### config.mk
export PLATFORM = sky130hd
export DESIGN_NAME = seq_detector_param
export DESIGN_NICKNAME = d
export VERILOG_FILES = /design/src/rtl/seq_det_pkg.sv /design/src/rtl/seq_det_sat_counter.sv /design/src/rtl/seq_detector_param.sv
export SDC_FILE = /design/constraint.sdc
export NUM_CORES = 1
export LEC_CHECK = 0
export ABC_AREA = 1
export ABC_CLOCK_PERIOD_IN_PS = 2300
export BUFFER_PORTS_ARGS = -buffer_cell sky130_fd_sc_hd__buf_2
export CAP_MARGIN = 10
export CORE_MARGIN = 2
export CORE_UTILIZATION = 54
export CTS_CLUSTER_DIAMETER = 60
export DETAILED_ROUTE_END_ITERATION = 8
export HOLD_SLACK_MARGIN = 0.12
export PLACE_DENSITY_LB_ADDON = 0.15
export SLEW_MARGIN = 0
export SYNTH_ARGS = -nofsm -noshare
export SYNTH_HDL_FRONTEND = slang
export SYNTH_SLANG_ARGS = --single-unit
### constraint.sdc
create_clock -name clk -period 2.3 [get_ports clk]
set_input_delay 0.115 -clock clk [delete_from_list [all_inputs] [get_ports clk]]
set_output_delay 0.115 -clock clk [all_outputs]
set_load 0.03 [all_outputs]
### src/rtl/seq_det_pkg.sv
// Shared definitions for the parametrised serial-pattern detector:
// overlap mode encodings, fill-counter width helper, saturating increment.
package seq_det_pkg;

    // cfg_overlap encodings
    localparam logic MODE_NONOVL = 1'b0;
    localparam logic MODE_OVL    = 1'b1;

    // Width needed to count 0..len-1 valid history bits (at least one bit)
    function automatic int fill_w(input int len);
        return (len <= 2) ? 1 : $clog2(len);
    endfunction

    // Increment that sticks at max instead of wrapping
    function automatic logic [31:0] sat_inc(input logic [31:0] val, input logic [31:0] max);
        return (val >= max) ? max : val + 32'd1;
    endfunction

endpackage

### src/rtl/seq_det_sat_counter.sv
// Saturating event counter: counts inc pulses, holds at all-ones, clr zeroes it.
module seq_det_sat_counter
    import seq_det_pkg::*;
#(
    parameter int CNT_W = 8
) (
    input  logic             clk,
    input  logic             reset,
    input  logic             inc,
    input  logic             clr,
    output logic [CNT_W-1:0] count
);

    localparam logic [31:0] CNT_MAX = 32'((64'd1 << CNT_W) - 64'd1);

    logic [CNT_W-1:0] cnt_q, cnt_d;

    // Next count: clear wins, otherwise saturating increment on inc
    always_comb begin
        cnt_d = cnt_q;
        if (clr) begin
            cnt_d = '0;
        end else if (inc) begin
            cnt_d = CNT_W'(sat_inc(32'(cnt_q), CNT_MAX));
        end
    end

    // Count register
    always_ff @(posedge clk or posedge reset) begin
        if (reset) begin
            cnt_q <= '0;
        end else begin
            cnt_q <= cnt_d;
        end
    end

    assign count = cnt_q;

endmodule

### src/rtl/seq_detector_param.sv
// Parametrised Mealy serial-pattern detector built as a shift register plus
// comparator, so any pattern (including self-overlapping ones) is exact.
// Optional macro SEQ_DET_MASK_EN adds cfg_mask: set bits are don't-care.
module seq_detector_param
    import seq_det_pkg::*;
#(
    parameter int PATTERN_LEN = 3,
    parameter int CNT_W       = 8
) (
    input  logic                   clk,
    input  logic                   reset,
    input  logic                   data_in,
    input  logic                   data_valid,
    input  logic                   clear,
    input  logic [PATTERN_LEN-1:0] cfg_pattern,
    input  logic                   cfg_overlap,
`ifdef SEQ_DET_MASK_EN
    input  logic [PATTERN_LEN-1:0] cfg_mask,
`endif
    output logic                   seq_detected,
    output logic [CNT_W-1:0]       match_count
);

    localparam int               FILL_W   = fill_w(PATTERN_LEN);
    localparam logic [FILL_W-1:0] FILL_MAX = FILL_W'(PATTERN_LEN - 1);

    logic [PATTERN_LEN-2:0] hist_q, hist_d;
    logic [FILL_W-1:0]      fill_q, fill_d;
    logic [PATTERN_LEN-1:0] window;
    logic                   pat_hit;

    // Oldest history bit lines up with the pattern MSB (first bit received)
    assign window = {hist_q, data_in};

`ifdef SEQ_DET_MASK_EN
    assign pat_hit = ((window ^ cfg_pattern) & ~cfg_mask) == '0;
`else
    assign pat_hit = (window == cfg_pattern);
`endif

    // Zero-latency detect; needs a full history and an accepted, uncleared bit
    assign seq_detected = data_valid & ~clear & (fill_q == FILL_MAX) & pat_hit;

    // Next history/fill: clear first, then shift on accepted bits
    always_comb begin
        hist_d = hist_q;
        fill_d = fill_q;
        if (clear) begin
            hist_d = '0;
            fill_d = '0;
        end else if (data_valid) begin
            // Shift left, new bit in LSB; after a non-overlapping match the
            // history content is irrelevant because fill restarts at zero
            hist_d = window[PATTERN_LEN-2:0];
            if (seq_detected) begin
                case (cfg_overlap)
                    MODE_OVL:    fill_d = FILL_MAX;
                    MODE_NONOVL: fill_d = '0;
                    default:     fill_d = '0;
                endcase
            end else if (fill_q != FILL_MAX) begin
                fill_d = fill_q + 1'b1;
            end
        end
    end

    // History and fill registers
    always_ff @(posedge clk or posedge reset) begin
        if (reset) begin
            hist_q <= '0;
            fill_q <= '0;
        end else begin
            hist_q <= hist_d;
            fill_q <= fill_d;
        end
    end

    seq_det_sat_counter #(
        .CNT_W (CNT_W)
    ) u_cnt (
        .clk   (clk),
        .reset (reset),
        .inc   (seq_detected),
        .clr   (clear),
        .count (match_count)
    );

endmodule

==> results.json, run 1 <==
{
  "post_cts_resized": 0,
  "port_buffers": 17,
  "gr-usage-all-layers": 0.2267,
  "status": "finished clean",
  "hpwl_mm": 1.155,
  "power_uw": 472.5,
  "rsz0062_at_grt": "no",
  "hold_class": "in2reg",
  "grt_max_degree": 13,
  "start_util": 0.5700,
  "met3_usage": 0.03333,
  "htree_levels": 1,
  "cts_tree": "built",
  "grtUsageMet1": 0.2184,
  "setup_violations": 0,
  "clk_pin_slew_ns": 0.07,
  "synthDominantCellAreaShare": 0.4152,
  "clockRootBuffer": "clkbuf_4",
  "core_um2": 1269,
  "overflow": 0,
  "fin_skew_ns": 0.0005759,
  "cts_hold_buf": 1,
  "ir_drop_v": 0.0003856,
  "hold_violations": 0,
  "grt_pass1_wl_mm": 2.373,
  "die_y_um": 40.60,
  "worst_pin_slew_ns": 0.4406,
  "synth_cells": 101,
  "power_leakage_uw": 0.0004973,
  "row_count": 13,
  "post-cts-setup-buffers": 0,
  "netlist_area_um2": 723.2,
  "cts.sinks": 12,
  "setup_tns_ns": 0,
  "wl_mm": 1.496,
  "fin_area_um2": 873.3,
  "drv_cap": 0,
  "critPathArrivalTime_ns": 1.54,
  "antenna_found_initial": 0,
  "dpl_cell_area_um2": 827.0,
  "path_class": "reg2out",
  "p_per_area_nw_per_um2": 541.0,
  "path_max_fanout": 10,
  "die_area_um2": 1648,
  "period_needed_ns": 1.654,
  "end_kind": "primary output",
  "clk_latency_ns": 0.27,
  "wl_per_cell_um": 10.84,
  "synth_area_leaders": "dfrtp_1 42%, nand2_1 18%, inv_1 7.8%, nand3_1 4.8%, o21ai_0 4.8%",
  "fin_crit_sh": 0.7193,
  "area_delta_synth_final_pct": 20.76,
  "grt_pass1_vias": 595,
  "gp_congestion": 0.7855,
  "clockBufferDepth": 2,
  "postSynthAreaPerCell_um2": 7.160,
  "relSlewSlack": 0.7060,
  "detail_route.first_pass.iterations": 4,
  "synth.largest_area_cell": "dfrtp_1",
  "grt-busiest-layer": "met2",
  "vias_per_cell": 5.065,
  "dr_total_vias": 699,
  "fin_util": 0.6884,
  "n_antenna_cell": 0,
  "synth_cell_types": 19,
  "nNetsFinal": 135,
  "drtIter0Drc": 26,
  "die_w_um": 40.60,
  "drc": 0,
  "drive_gt1_frac": 0.2439,
  "fmax_ghz": 0.6045,
  "use_met2": 0.4325,
  "ant_nets": 0,
  "syn_nets": 112,
  "seq_area_frac_synth": 0.4152,
  "io_pins": 18,
  "numCtsBuffers": 3,
  "drv_slew": 0,
  "critPathLaunchType": "flop",
  "ys_seq_elements": 12,
  "yosysWarnings": 0,
  "required_ns": 2.18
}
-- cells in the final DEF, fill, tap and decap left out --
master and count:
nor2_1 3, clkbuf_8 1, dlygate4sd3_1 1, inv_2 2, nand3_1 7, dfrtp_1 12
nand2_1 34, a21oi_1 3, o21ai_0 7, o22ai_1 3, o21ai_1 2, nand2_4 1
nor2_2 3, clkbuf_4 3, buf_2 17, nand3b_1 1, o211ai_1 2, inv_1 15
nand3_2 1, clkinv_1 1, or2_2 1, ha_1 2, clkinv_4 1
-- cell usage after synthesis --
cell,n
a21oi_1,3
o21ai_1,2
o211ai_1,2
nand3_1,7
nand3b_1,1
clkinv_4,1
or2_2,1
nor2_2,3
o22ai_1,3
dfrtp_1,12
ha_1,2
nand3_2,1
nand2_1,34
inv_2,2
nand2_4,1
o21ai_0,7
inv_1,15
nor2_1,3
clkinv_1,1
-- metal layers --
layer | wire length, µm | vias to the layer above
met5 | 0 | -
met4 | 38 | 0
met3 | 61 | 7
met2 | 792 | 18
met1 | 603 | 311
li1 | - | 363
-- power by group --
group	internal, µW	leakage [µW]	total (µW)	switching (µW)
Combinational	32.0	0.000312	76.1	44.2
Clock	96.3	0.0000210	165	68.3
Sequential	224	0.000165	232	8.30
-- metrics by stage --
step           cells  worst slack (ns)  hold WS [ns]
6_report         138            0.6457        0.1360
3_5_place_dp     133            0.8505        0.1330
5_1_grt          138            0.5400        0.1337
4_1_cts          138            0.6381        0.1388
3_3_place_gp     133            0.8529        0.1345
2_1_floorplan    101            0.8902      -0.02030
-- logic make-up after synthesis --
group,share of synthesized area
buffers and inverters,0.1055
AOI/OAI and AO/OA,0.1297
adders and majority gates,0.03460
DFF,0.4152
and+or+nand+nor,0.3149
-- registers in the layout, indices dropped and copies added, names as in the netlist --
signal       flops
fill_q           2
hist_q           2
u_cnt.count      8
-- critical path, cell delays in order (launching register included) --
cell and delay [ns]:
dfrtp_1 0.40, inv_1 0.06, ha_1 0.17, nand3_2 0.08, nor2_2 0.16, nand2_4 0.10, clkinv_4 0.09, buf_2 0.20
-- path summary, 6_finish.rpt --
check	start	to	slack (ns)	cells past startpoint
worst max-delay path	fill_q[0]	seq_detected	0.65	7
worst min-delay path	data_in	hist_q[0]	0.14	3
worst max register to register	fill_q[0]	u_cnt.count[6]	0.85	9
worst min register to register	fill_q[1]	fill_q[1]	0.49	2
max in group asynchronous	reset	u_cnt.count[1]	1.59	3
min in group asynchronous	reset	u_cnt.count[6]	0.41	3
-- final cells by class --
cell class | count | area [µm²]
clock buffer | 4 | 36.28
fill | 117 | 395.4
inverter | 19 | 76.32
multi-input combinational | 70 | 346.6
sequential | 12 | 300.3
tap | 15 | 18.77
timing repair buffer | 18 | 95.09
Note: power is estimated with default switching activity, not from simulation.
==> run 2: changes to the inputs <==
Settings changed: ABC_CLOCK_PERIOD_IN_PS 2300 to 1360, CORE_UTILIZATION 54 to 45.
Clock period 2.3 ns to 1.36 ns, I/O delays scaled along.
==> run 2 against run 1 <==
  * The run now ends with setup timing left
  * Clock power increased by 41%
  * Total power increased by 74%
  * Cell count increased by 12%
==> results.json, run 2 (synthesis results as in run 1) <==
{
  "status": "finished, violations left",
  "violations": "setup timing",
  "core_um2": 1506,
  "critPathLaunchType": "flop",
  "rsz0062_at_grt": "yes",
  "hold_class": "in2reg",
  "die_area_um2": 1944,
  "grt_max_degree": 13,
  "fmax_ghz": 0.6944,
  "n_antenna_cell": 0,
  "gr-usage-all-layers": 0.2044,
  "setup_violations": 7,
  "overflow": 0,
  "clockBufferDepth": 2,
  "dpl_cell_area_um2": 875.8,
  "layout_commonest_cell": "nand2_1",
  "path_max_fanout": 4,
  "clk_latency_ns": 0.27,
  "hpwl_mm": 1.220,
  "clockRootBuffer": "clkbuf_4",
  "period_needed_ns": 1.440,
  "layout_common_cells": "32 x nand2_1, 16 x buf_2, 14 x inv_1",
  "fin_util": 0.6919,
  "cts.sinks": 12,
  "vias_per_cell": 5.032,
  "fin_area_um2": 1042,
  "port_buffers": 17,
  "largest_reg_flops": 8,
  "path_class": "reg2out",
  "die_y_um": 44.09,
  "antenna_found_initial": 0,
  "drive_gt1_frac": 0.3551,
  "area_delta_synth_final_pct": 44.12,
  "drv_slew": 0,
  "end_kind": "primary output",
  "die_w_um": 44.09,
  "worst_pin_slew_ns": 0.4802,
  "power_leakage_uw": 0.0005690,
  "hold_violations": 0,
  "required_ns": 1.29,
  "row_count": 14,
  "wl_per_cell_um": 12.24,
  "clk_pin_slew_ns": 0.08,
  "critPathArrivalTime_ns": 1.37,
  "fin_skew_ns": 0.006602,
  "gp_congestion": 0.7915,
  "p_per_area_nw_per_um2": 788.9,
  "drtIter0Drc": 18,
  "whs_ns": 0.1451,
  "start_util": 0.4801,
  "dr_total_vias": 775,
  "fin_ws_ns": -0.08009,
  "grt_pass1_vias": 709,
  "drc": 0,
  "cts_tree": "built",
  "relSlewSlack": 0.6795,
  "fin_crit_sh": 1.059,
  "numCtsBuffers": 3,
  "ir_drop_v": 0.0004815,
  "ant_nets": 0,
  "detail_route.first_pass.iterations": 4,
  "nNetsFinal": 150,
  "grt_pass1_wl_mm": 2.870,
  "drv_cap": 0,
  "io_pins": 18,
  "power_uw": 822.2,
  "wl_mm": 1.885,
  "htree_levels": 1
}
run 2: changes by cell type in the layout (fill, tap and decap cells not counted), moves of 2 or more:
cell / before / now
nand2_1: 34 / 32
buf_6: 0 / 2
nor2_4: 0 / 2
o21ai_1: 2 / 5
dlygate4sd3_1: 1 / 4
nor2_2: 3 / 1
dfrtp_1: 12 / 10
o21ai_0: 7 / 4
buf_4: 0 / 10
dfrtp_2: 0 / 2
nand3_2: 1 / 3
nand3_1: 7 / 5
run 2: power by group:
part	switching [µW]	internal (µW)	leakage (µW)
sequential	13.9	378	0.000161
clock	120	114	0.0000150
combinational	100	96.9	0.000393
run 2: area by class of cell:
class | count | area (µm²)
multi-input cells | 70 | 379.1
well taps | 16 | 20.02
flip-flops and latches | 12 | 302.8
inverters | 19 | 76.32
clock buffers | 4 | 26.28
repair buffers | 33 | 237.7
fillers | 125 | 464.2
run 2: layer usage:
metal | track usage | routed length, µm | vias up
met3 | 0.06122 | 115 | 2
met4 | 0.09091 | 18 | 0
li1 | - | - | 391
met1 | 0.2578 | 789 | 354
met2 | 0.3235 | 962 | 28
met5 | 0 | 0 | -
run 2: final timing paths:
check | startpoint | to | slack [ns] | cells after the start
worst max-delay path | fill_q[0] | seq_detected | -0.08 | 7
worst min-delay path | clear | u_cnt.count[2] | 0.15 | 4
worst max register to register | fill_q[0] | fill_q[1] | -0.06 | 10
worst min register to register | fill_q[1] | fill_q[1] | 0.53 | 2
max in group asynchronous | reset | u_cnt.count[0] | 0.67 | 3
min in group asynchronous | reset | u_cnt.count[6] | 0.34 | 3
run 2: what timing repair did:
action                                  4_1_cts  5_1_grt
endpoints found under the setup margin        4       11
pin swaps                                     2        1
hold endpoints to repair                     14        0
buffers inserted                              2        4
resized for setup                             4       11
hold buffers                                  4        0
run 2: metrics by stage:
stage	std cells	TNS [ns]	setup slack [ns]
2_1_floorplan	101	0	0.01586
3_3_place_gp	140	0	0.01444
3_5_place_dp	140	-0.04791	-0.03383
4_1_cts	150	-0.1238	-0.06401
5_1_grt	154	-1.153	-0.1667
6_report	154	-0.2646	-0.08009
run 2: critical path, stage by stage (launching register included):
cell	delay, ns
dfrtp_1	0.38
inv_1	0.06
ha_2	0.18
nand3_2	0.09
nor2_4	0.12
nand2_4	0.09
clkinv_4	0.06
buf_6	0.12
